### src/rtl/button_cmd_scheduler.sv
// Button command scheduler: press/repeat detection per button,
// round-robin arbitration and a small command FIFO with valid/ready drain.
module button_cmd_scheduler #(
  parameter int NUM_BTN = 4,
  parameter int ID_W = 2,
  parameter int FIFO_DEPTH = 4,
  parameter bit REPEAT_EN = 1'b1,
  parameter int HOLD_CYCLES = 25000000,
  parameter int REPEAT_CYCLES = 5000000,
  localparam int LVL_W = $clog2(FIFO_DEPTH) + 1
) (
  input  logic               CLOCK,
  input  logic               Reset,
  input  logic [NUM_BTN-1:0] ButtonIn,
  output logic               CmdValid,
  output logic [ID_W-1:0]    CmdId,
  output logic               CmdRepeat,
  input  logic               CmdReady,
  output logic [LVL_W-1:0]   FifoLevel,
  output logic               Overflow
);

  localparam int MAX_CNT =
    (HOLD_CYCLES > REPEAT_CYCLES) ? HOLD_CYCLES : REPEAT_CYCLES;
  localparam int CNT_W = $clog2(MAX_CNT + 1);
  localparam int PTR_W = $clog2(FIFO_DEPTH);

  localparam logic [0:0] IDLE = 1'b0;
  localparam logic [0:0] HELD = 1'b1;

  logic [NUM_BTN-1:0] btnState;
  logic [CNT_W-1:0]   holdCnt [NUM_BTN];
  logic [NUM_BTN-1:0] pressReq;
  logic [NUM_BTN-1:0] rptReq;
  logic [NUM_BTN-1:0] anyReq;

  logic [NUM_BTN-1:0] pending;
  logic [NUM_BTN-1:0] pendRpt;
  logic [ID_W-1:0]    lastGrant;
  logic               overflowQ;

  logic               grantValid;
  logic [ID_W-1:0]    grantIdx;
  logic [NUM_BTN-1:0] grantMask;
  logic [NUM_BTN-1:0] dropMask;

  logic [ID_W:0]      mem [FIFO_DEPTH];
  logic [PTR_W-1:0]   wrPtr;
  logic [PTR_W-1:0]   rdPtr;
  logic [LVL_W-1:0]   level;
  logic               notEmpty;
  logic               pop;
  logic               canPush;
  logic               push;

  // Press and repeat requests decoded from the current button state
  always_comb begin
    pressReq = '0;
    rptReq = '0;
    for (int i = 0; i < NUM_BTN; i++) begin
      pressReq[i] = (btnState[i] == IDLE) && ButtonIn[i];
      rptReq[i] = REPEAT_EN && (btnState[i] == HELD) &&
                  ButtonIn[i] && (holdCnt[i] == CNT_W'(1));
    end
    anyReq = pressReq | rptReq;
  end

  // Per-button IDLE/HELD tracking with the hold/repeat countdown
  always_ff @(posedge CLOCK) begin
    if (Reset) begin
      btnState <= '0;
      for (int i = 0; i < NUM_BTN; i++)
        holdCnt[i] <= '0;
    end else begin
      for (int i = 0; i < NUM_BTN; i++) begin
        case (btnState[i])
          IDLE: begin
            if (ButtonIn[i]) begin
              btnState[i] <= HELD;
              holdCnt[i] <= CNT_W'(HOLD_CYCLES);
            end
          end
          default: begin
            if (!ButtonIn[i]) begin
              btnState[i] <= IDLE;
            end else if (REPEAT_EN) begin
              if (holdCnt[i] == CNT_W'(1))
                holdCnt[i] <= CNT_W'(REPEAT_CYCLES);
              else
                holdCnt[i] <= holdCnt[i] - CNT_W'(1);
            end
          end
        endcase
      end
    end
  end

  assign notEmpty = (level != '0);
  assign pop = notEmpty && CmdReady;
  assign canPush = (level < LVL_W'(FIFO_DEPTH)) || pop;

  // Round-robin search upward from the index after the last grant
  always_comb begin
    int j;
    j = 0;
    grantValid = 1'b0;
    grantIdx = '0;
    if (canPush) begin
      for (int k = 1; k <= NUM_BTN; k++) begin
        j = (int'(lastGrant) + k) % NUM_BTN;
        if (!grantValid && pending[j]) begin
          grantValid = 1'b1;
          grantIdx = ID_W'(j);
        end
      end
    end
  end

  assign grantMask = grantValid ? (NUM_BTN'(1) << grantIdx) : '0;
  assign dropMask = anyReq & pending & ~grantMask;
  assign push = grantValid;

  // Pending request bits, their repeat flags, grant history, overflow
  always_ff @(posedge CLOCK) begin
    if (Reset) begin
      pending <= '0;
      pendRpt <= '0;
      lastGrant <= ID_W'(NUM_BTN - 1);
      overflowQ <= 1'b0;
    end else begin
      pending <= (pending & ~grantMask) | anyReq;
      for (int i = 0; i < NUM_BTN; i++) begin
        if (anyReq[i] && !dropMask[i])
          pendRpt[i] <= rptReq[i];
      end
      if (|dropMask)
        overflowQ <= 1'b1;
      if (grantValid)
        lastGrant <= grantIdx;
    end
  end

  // Command FIFO storage, pointers and occupancy
  always_ff @(posedge CLOCK) begin
    if (Reset) begin
      wrPtr <= '0;
      rdPtr <= '0;
      level <= '0;
      for (int i = 0; i < FIFO_DEPTH; i++)
        mem[i] <= '0;
    end else begin
      if (push) begin
        mem[wrPtr] <= {pendRpt[grantIdx], grantIdx};
        wrPtr <= wrPtr + PTR_W'(1);
      end
      if (pop)
        rdPtr <= rdPtr + PTR_W'(1);
      if (push && !pop)
        level <= level + LVL_W'(1);
      else if (!push && pop)
        level <= level - LVL_W'(1);
    end
  end

  assign CmdValid = notEmpty;
  assign CmdId = notEmpty ? mem[rdPtr][ID_W-1:0] : '0;
  assign CmdRepeat = notEmpty ? mem[rdPtr][ID_W] : 1'b0;
  assign FifoLevel = level;
  assign Overflow = overflowQ;

endmodule

### config.mk
export PLATFORM = sky130hd
export DESIGN_NAME = button_cmd_scheduler
export DESIGN_NICKNAME = d
export VERILOG_FILES = /design/src/rtl/button_cmd_scheduler.sv
export SDC_FILE = /design/constraint.sdc
export NUM_CORES = 1
export LEC_CHECK = 0
export ABC_AREA = 1
export CAP_MARGIN = 20
export CORE_ASPECT_RATIO = 0.5
export CORE_MARGIN = 2
export CORE_UTILIZATION = 40
export DETAILED_ROUTE_END_ITERATION = 10
export SLEW_MARGIN = 20
export SYNTH_ARGS = -nofsm -noshare
export SYNTH_HDL_FRONTEND = slang
export SYNTH_SLANG_ARGS = --single-unit
export TNS_END_PERCENT = 10
### constraint.sdc
create_clock -name CLOCK -period 7.65 [get_ports CLOCK]
set_input_delay 1.53 -clock CLOCK [delete_from_list [all_inputs] [get_ports CLOCK]]
set_output_delay 1.53 -clock CLOCK [all_outputs]
set_load 0.005 [all_outputs]
==> run metrics <==
status finished clean; most frequent cells in the layout nor2_1 (184), nand2_1 (157), inv_1 (116), edfxtp_1 (112), a21oi_1 (68); post-CTS resize count 0; Initial DRC Count 478; crit path max fanout 5; post-route cell area between 8000 and 9000 um2; Hold Vio Cnt, Final 0; Total Wirelength 16300 um; Synth Warn # 0; hold depth 2; n_diodes 0; Sequential Power Share 38.7%; via count between 6000 and 7000; WHS Endpoint pendRpt[3]; Clk network pwr share about 36%; initial antenna violation count 0; Post-synth top flop edfxtp_1; R2R cell count 15; core footprint approximately 19000 um2; CP Cell Sequence clkdlybuf4s50_1, nand2_2, inv_2, nor2_1, inv_2, nand2_1, inv_1, ha_1, inv_1, fa_1, a21oi_1, o21ai_0, o21ai_0, a21oi_1; Top Family by Delay on Critical Path buffers and inverters; Req. time, crit path 7.95 ns; first-pass GRT wire length between 20000 and 30000 um; RSZ-0062 raised after global routing false; sw frac ~32%; remaining antenna violation count 0; NetSw 0.000816 W; DR vias/cell 4.91; clock-pin slew on the worst setup and hold paths 0.06 ns; CTS tree done; cell-internal power between 0.0015 and 0.002 W; Yosys top cell area share 42.5%; Total GRT Usage between 10% and 20%; Die W roughly 200 um; max_cap viols 0; worst-margin pin slew ~0.63 ns; EDFF count, synth 112; Final setup viols 0; gpl congestion roughly 0.86; Post-synth ARST share 0%; placed wire-length estimate 11700 um; CTS Buffer Depth 2; area of the multi-input gates approximately 3500 um2; H-tree Lvls 4; post-layout util between 40% and 50%; most common cell after layout, fill and taps aside nor2_1; sequential cell area roughly 3800 um2; Synth Area per Inst 8.24 um2; io pins 15; drt first pass iters 5; area leader, netlist edfxtp_1; # DRC 0; largest net degree at the start of global routing 26; Power Dens Cells ~280 nW/um2; vias in the first global route 5800; Static Leak around 3.7 nW; Post-Syn Area 7910 um2; critical path depth 14; synth unique cells a little over 50; Sink Count roughly 140; Post-layout nets 1002; crit path launch type primary input; final worst setup slack between 4 and 5 ns; CP endpoint kind flip-flop; cts bufs inserted 17; capturing point of the worst reg2reg path FifoLevel[2]; Net Count, Synth between 900 and 1000; synthesized instance count 960; Slew Viols, Final 0; hold buffer count at cts 0; Yosys reg bits 136; post-synthesis sequential area ratio 48.6%; Slew HR 57.7%; CP max stage cell clkdlybuf4s50_1; pre-CTS WS 3.69 ns; Die ar. approximately 21000 um2; CP arrival between 3 and 4 ns; Reg2Reg Setup Slack 4.98 ns; post-layout min period roughly 3.4 ns; layout cell share with drive strength beyond 1 a little over a tenth; max incr delay on CP approximately 0.48 ns; IO buf count 14; worst vdd ir 0.170 mV; starting density of the core about two fifths; Worst R2R Start lastGrant[0]; Bufs and invs on worst path 5; Combinational Power Share 25.7%; Tightest Hold Check Type reg2reg; fill count approximately 1900; Post-DP Area about 8300 um2; drt wl/cell 12.9 um; root cell of the clock tree clkbuf_16; worst setup path startpoint CmdReady; setup bufs post-CTS 0; fin crit share 44.9%; final setup TNS 0 ns; Max Clk Rate a little under 0.3 GHz; Setup CP Type in2reg; Die Height 103 um; synth top area cells edfxtp_1 (43%), nor2_1 (8.7%), nand2_1 (7.6%); num rows 36; Clk Latency, worst-skew pair roughly 0.42 ns; P&R area growth vs syn 13.7%; total grt overflow 0; Setup Skew roughly 0.0091 ns; worst hold path startpoint pendRpt[3]
## cells by family after synthesis
logic type / Yosys count / synth area share (%)
compound gates: 147 / 10.0
xor+xnor: 38 / 4.21
fa+ha+maj: 10 / 1.68
buf+inv: 146 / 7.22
flops: 136 / 48.6
simple gates: 483 / 28.3
## registers in the layout (all words and copies together), names as in the netlist, named ones only
name and flops:
FifoLevel 3, Overflow 1, btnState 4, holdCnt 100
lastGrant 2, mem 12, pendRpt 4, pending 4
rdPtr 2, wrPtr 2
## layout make-up
cell class,instances,share of cell area [%]
repair buffers,16,1.73
flip-flops and latches,136,42.8
multi-input cells,678,38.9
clock buffers,18,4.78
well taps,266,3.70
clock inverters,14,2.28
inverters,136,5.79
## synthesized netlist by cell type (6+ instances only)
library cell / n
nor2_1: 184
nand3_1: 38
nand2_1: 160
inv_1: 116
xor2_1: 28
or2_2: 7
edfxtp_1: 112
o21ai_1: 6
xnor2_1: 10
ha_1: 9
nand4_1: 22
nand2_2: 16
o21ai_0: 44
a31oi_1: 15
nor3_1: 12
nor2_2: 12
inv_2: 17
a21oi_1: 68
dfxtp_1: 24
## tightest hold or removal path, stage by stage (launching register included)
cell and delay [ns]:
dfxtp_1 0.30, nand2_1 0.06, a21oi_1 0.05
## stage by stage
| stage | std cells | power, W | hold WS (ns) |
|---|---|---|---|
| finish | 1264 | 0.00252 | 0.464 |
| global route | 1264 | 0.00267 | 0.483 |
| CTS | 1264 | 0.00254 | 0.468 |
| detailed placement | 1232 | 0.00164 | 0.462 |
| global placement | 1232 | 0.00163 | 0.453 |
| floorplan | 960 | 0.00148 | 0.436 |
## worst max-delay path by stage
stage | end
finish | FifoLevel[2]
global placement | holdCnt[0][1]
global route | FifoLevel[2]
detailed placement | holdCnt[2][14]
floorplan | holdCnt[3][0]
CTS | holdCnt[2][10]
## per-layer routing
metal	up-vias	share of wire [%]	wire length, um	global-route usage [%]
met5	-	0	0	0
met4	0	1.2	190	5.28
met3	20	3.5	570	3.04
met2	107	45	7390	27.0
met1	2848	50	8170	22.0
li1	3235	-	-	-
## power groups by stage
stage / clock network (W) / registers (W) / logic [W]
after detailed placement: 0 / 0.000990 / 0.000651
after global routing: 0.000939 / 0.000989 / 0.000743
after global placement: 0 / 0.000988 / 0.000643
after floorplan: 0 / 0.000962 / 0.000516
final: 0.000895 / 0.000975 / 0.000648
after CTS: 0.000906 / 0.000976 / 0.000654
Power figures use the tool's default switching activity.
==> variant, RTL diff (same settings) <==
Register the output `FifoLevel` once more, cleared by the reset; this adds one clock of latency there. The other outputs are not delayed to match.
--- a/src/rtl/button_cmd_scheduler.sv
+++ b/src/rtl/button_cmd_scheduler.sv
@@ -167,3 +167,9 @@
   assign CmdRepeat = notEmpty ? mem[rdPtr][ID_W] : 1'b0;
-  assign FifoLevel = level;
+  always_ff @(posedge CLOCK) begin
+    if (Reset) begin
+      FifoLevel <= '0;
+    end else begin
+      FifoLevel <= level;
+    end
+  end
   assign Overflow = overflowQ;
Formal check against the unedited RTL: not equivalent (a bounded check fails within 4 cycles, from zero or initial values and one cycle with Reset high).
==> variant against the unedited design <==
- design area shrank 0.72%
- sequential power grew 2%
- clock skew grew 1.0 ps
- synthesized area grew 0.49%
- non-clock buffer count shrank 2
- register-to-register slack lost 250 ps
- global-route usage shrank 0.16 points
- critical path depth shrank 8
- clock power shrank 13%
- setup slack lost 670 ps
- sequential cell count grew 3
- power shrank 6.0%
- critical endpoint is now holdCnt[3][16]
- wire length grew 0.77%
==> variant: results (changes against the unedited design) <==
[metrics] status: finished, final reports clean
[metrics] per-instance average area after synthesis: 8.04 µm² (-2.4%)
[metrics] cell types with the highest counts after synthesis: 181 x sky130_fd_sc_hd__nand2_1, 181 x sky130_fd_sc_hd__nor2_1, 139 x sky130_fd_sc_hd__inv_1
[metrics] gpl congestion: 0.822 (-4.9%)
[metrics] fraction of layout cells with a size suffix above 1: 7.75% (-3.2 points)
[metrics] static leakage: 3.78 nW (+2.1%)
[metrics] number of design-rule violations left by the first detailed-router iteration: 385 (-19%)
[metrics] fraction of the yosys area taken by sequential cells: 49.1% (+0.52 points)
[metrics] biggest area contributors in the synthesized netlist: sky130_fd_sc_hd__edfxtp_1 42%, sky130_fd_sc_hd__nand2_1 8.6%, sky130_fd_sc_hd__nor2_1 8.6%
[metrics] global routing usage summed across all routing layers: 16.2% (-0.16 points)
[metrics] data arrival at the endpoint of the critical path: 4070 ps (+340 ps)
[metrics] maximum number of pins on one net before global-route repair: 26 (unchanged)
[metrics] highest cell delay on the worst timing path: 1010 ps (+530 ps)
[metrics] slowest cell on the critical path: sky130_fd_sc_hd__clkdlybuf4s50_1
[metrics] synth unique cells: 46 (-9.8%)
[metrics] Layout Skew: 10.1 ps (+1.01 ps)
[metrics] Crit Path Max Fanout: 25 (+20)
[metrics] final-stage net count: 1024 (+2.2%)
[metrics] Cells after DPL: 1254 (+1.8%)
[metrics] Total Routed Length: 16400 µm (+0.77%)
[metrics] dpl hpwl: 11900 µm (+2.2%)
[metrics] Placed Area: 8360 µm² (+0.15%)
[metrics] number of antenna cells inserted: 0 (unchanged)
[metrics] Worst path top cell family by delay: simple AND/OR/NAND/NOR gates
[metrics] detail-routed net length per standard cell: 12.8 µm (-0.95%)
[metrics] initial antenna violation count: 0 (unchanged)
[metrics] clk_lat worst skew: 430 ps
[metrics] root buffer cell: sky130_fd_sc_hd__clkbuf_16
[metrics] count of TritonRoute iterations in the first routing pass: 6 (+1)
[metrics] Rel. slew slack: 43.8% (-14 points)
[metrics] IR Drop Worst-Case VDD: 0.000133 V (-22%)
[metrics] average vias per placed instance: 4.90 (-0.27%)
[metrics] global-route wire length before repair: 27700 µm (+1.5%)
[metrics] post-cts repair resize count: 0 (unchanged)
[metrics] number of buffer cells added on primary ports: 14 (unchanged)
[metrics] deepest clock path buffer count: 2 (unchanged)
[metrics] worst slack at placement: 3090 ps (-601 ps)
[metrics] via count of the first global-routing pass: 5958 (+2.7%)
-- variant: worst paths after layout --
path / cells after the start / startpoint / endpoint / slack, ps
max reg2reg: 8 / holdCnt[3][10] / holdCnt[3][16] / 4730
min: 1 / rdPtr[0] / flop / 480
max: 6 / Reset / holdCnt[3][16] / 3550
min reg2reg: 1 / rdPtr[0] / flop / 480
-- variant: per-layer routing --
metal,global-route usage (%),share of wire (%),wire length [µm],vias to the layer above
met2,26.0,45,7470,101
met1,21.6,50,8230,2877
met3,3.37,3.2,519,24
met5,0,0,0,-
met4,5.79,1.3,219,0
li1,-,-,-,3299
-- variant: where the power goes --
group / leakage [nW] / switching [mW] / internal (mW)
combinational: 2.05 / 0.386 / 0.208
sequential: 1.45 / 0.0774 / 0.914
clock: 0.278 / 0.322 / 0.459
-- variant: area by class of cell --
cell class | instances | area, µm²
fill | 1918 | 10500
multi-input combinational | 684 | 3410
timing repair buffer | 14 | 140
sequential | 139 | 3900
clock inverter | 10 | 60.1
tap | 266 | 333
clock buffer | 22 | 497
inverter | 151 | 573
-- variant: cell families (layout without fill, tap and decap cells) --
| group | count (synthesis) | in the layout | synth area share (%) |
|---|---|---|---|
| buf+inv | 165 | 197 | 8.05 |
| flops | 139 | 139 | 49.1 |
| compound gates | 145 | 145 | 9.67 |
| fa+ha+maj | 10 | 10 | 1.67 |
| xor+xnor | 40 | 40 | 4.41 |
| simple gates | 489 | 489 | 27.1 |
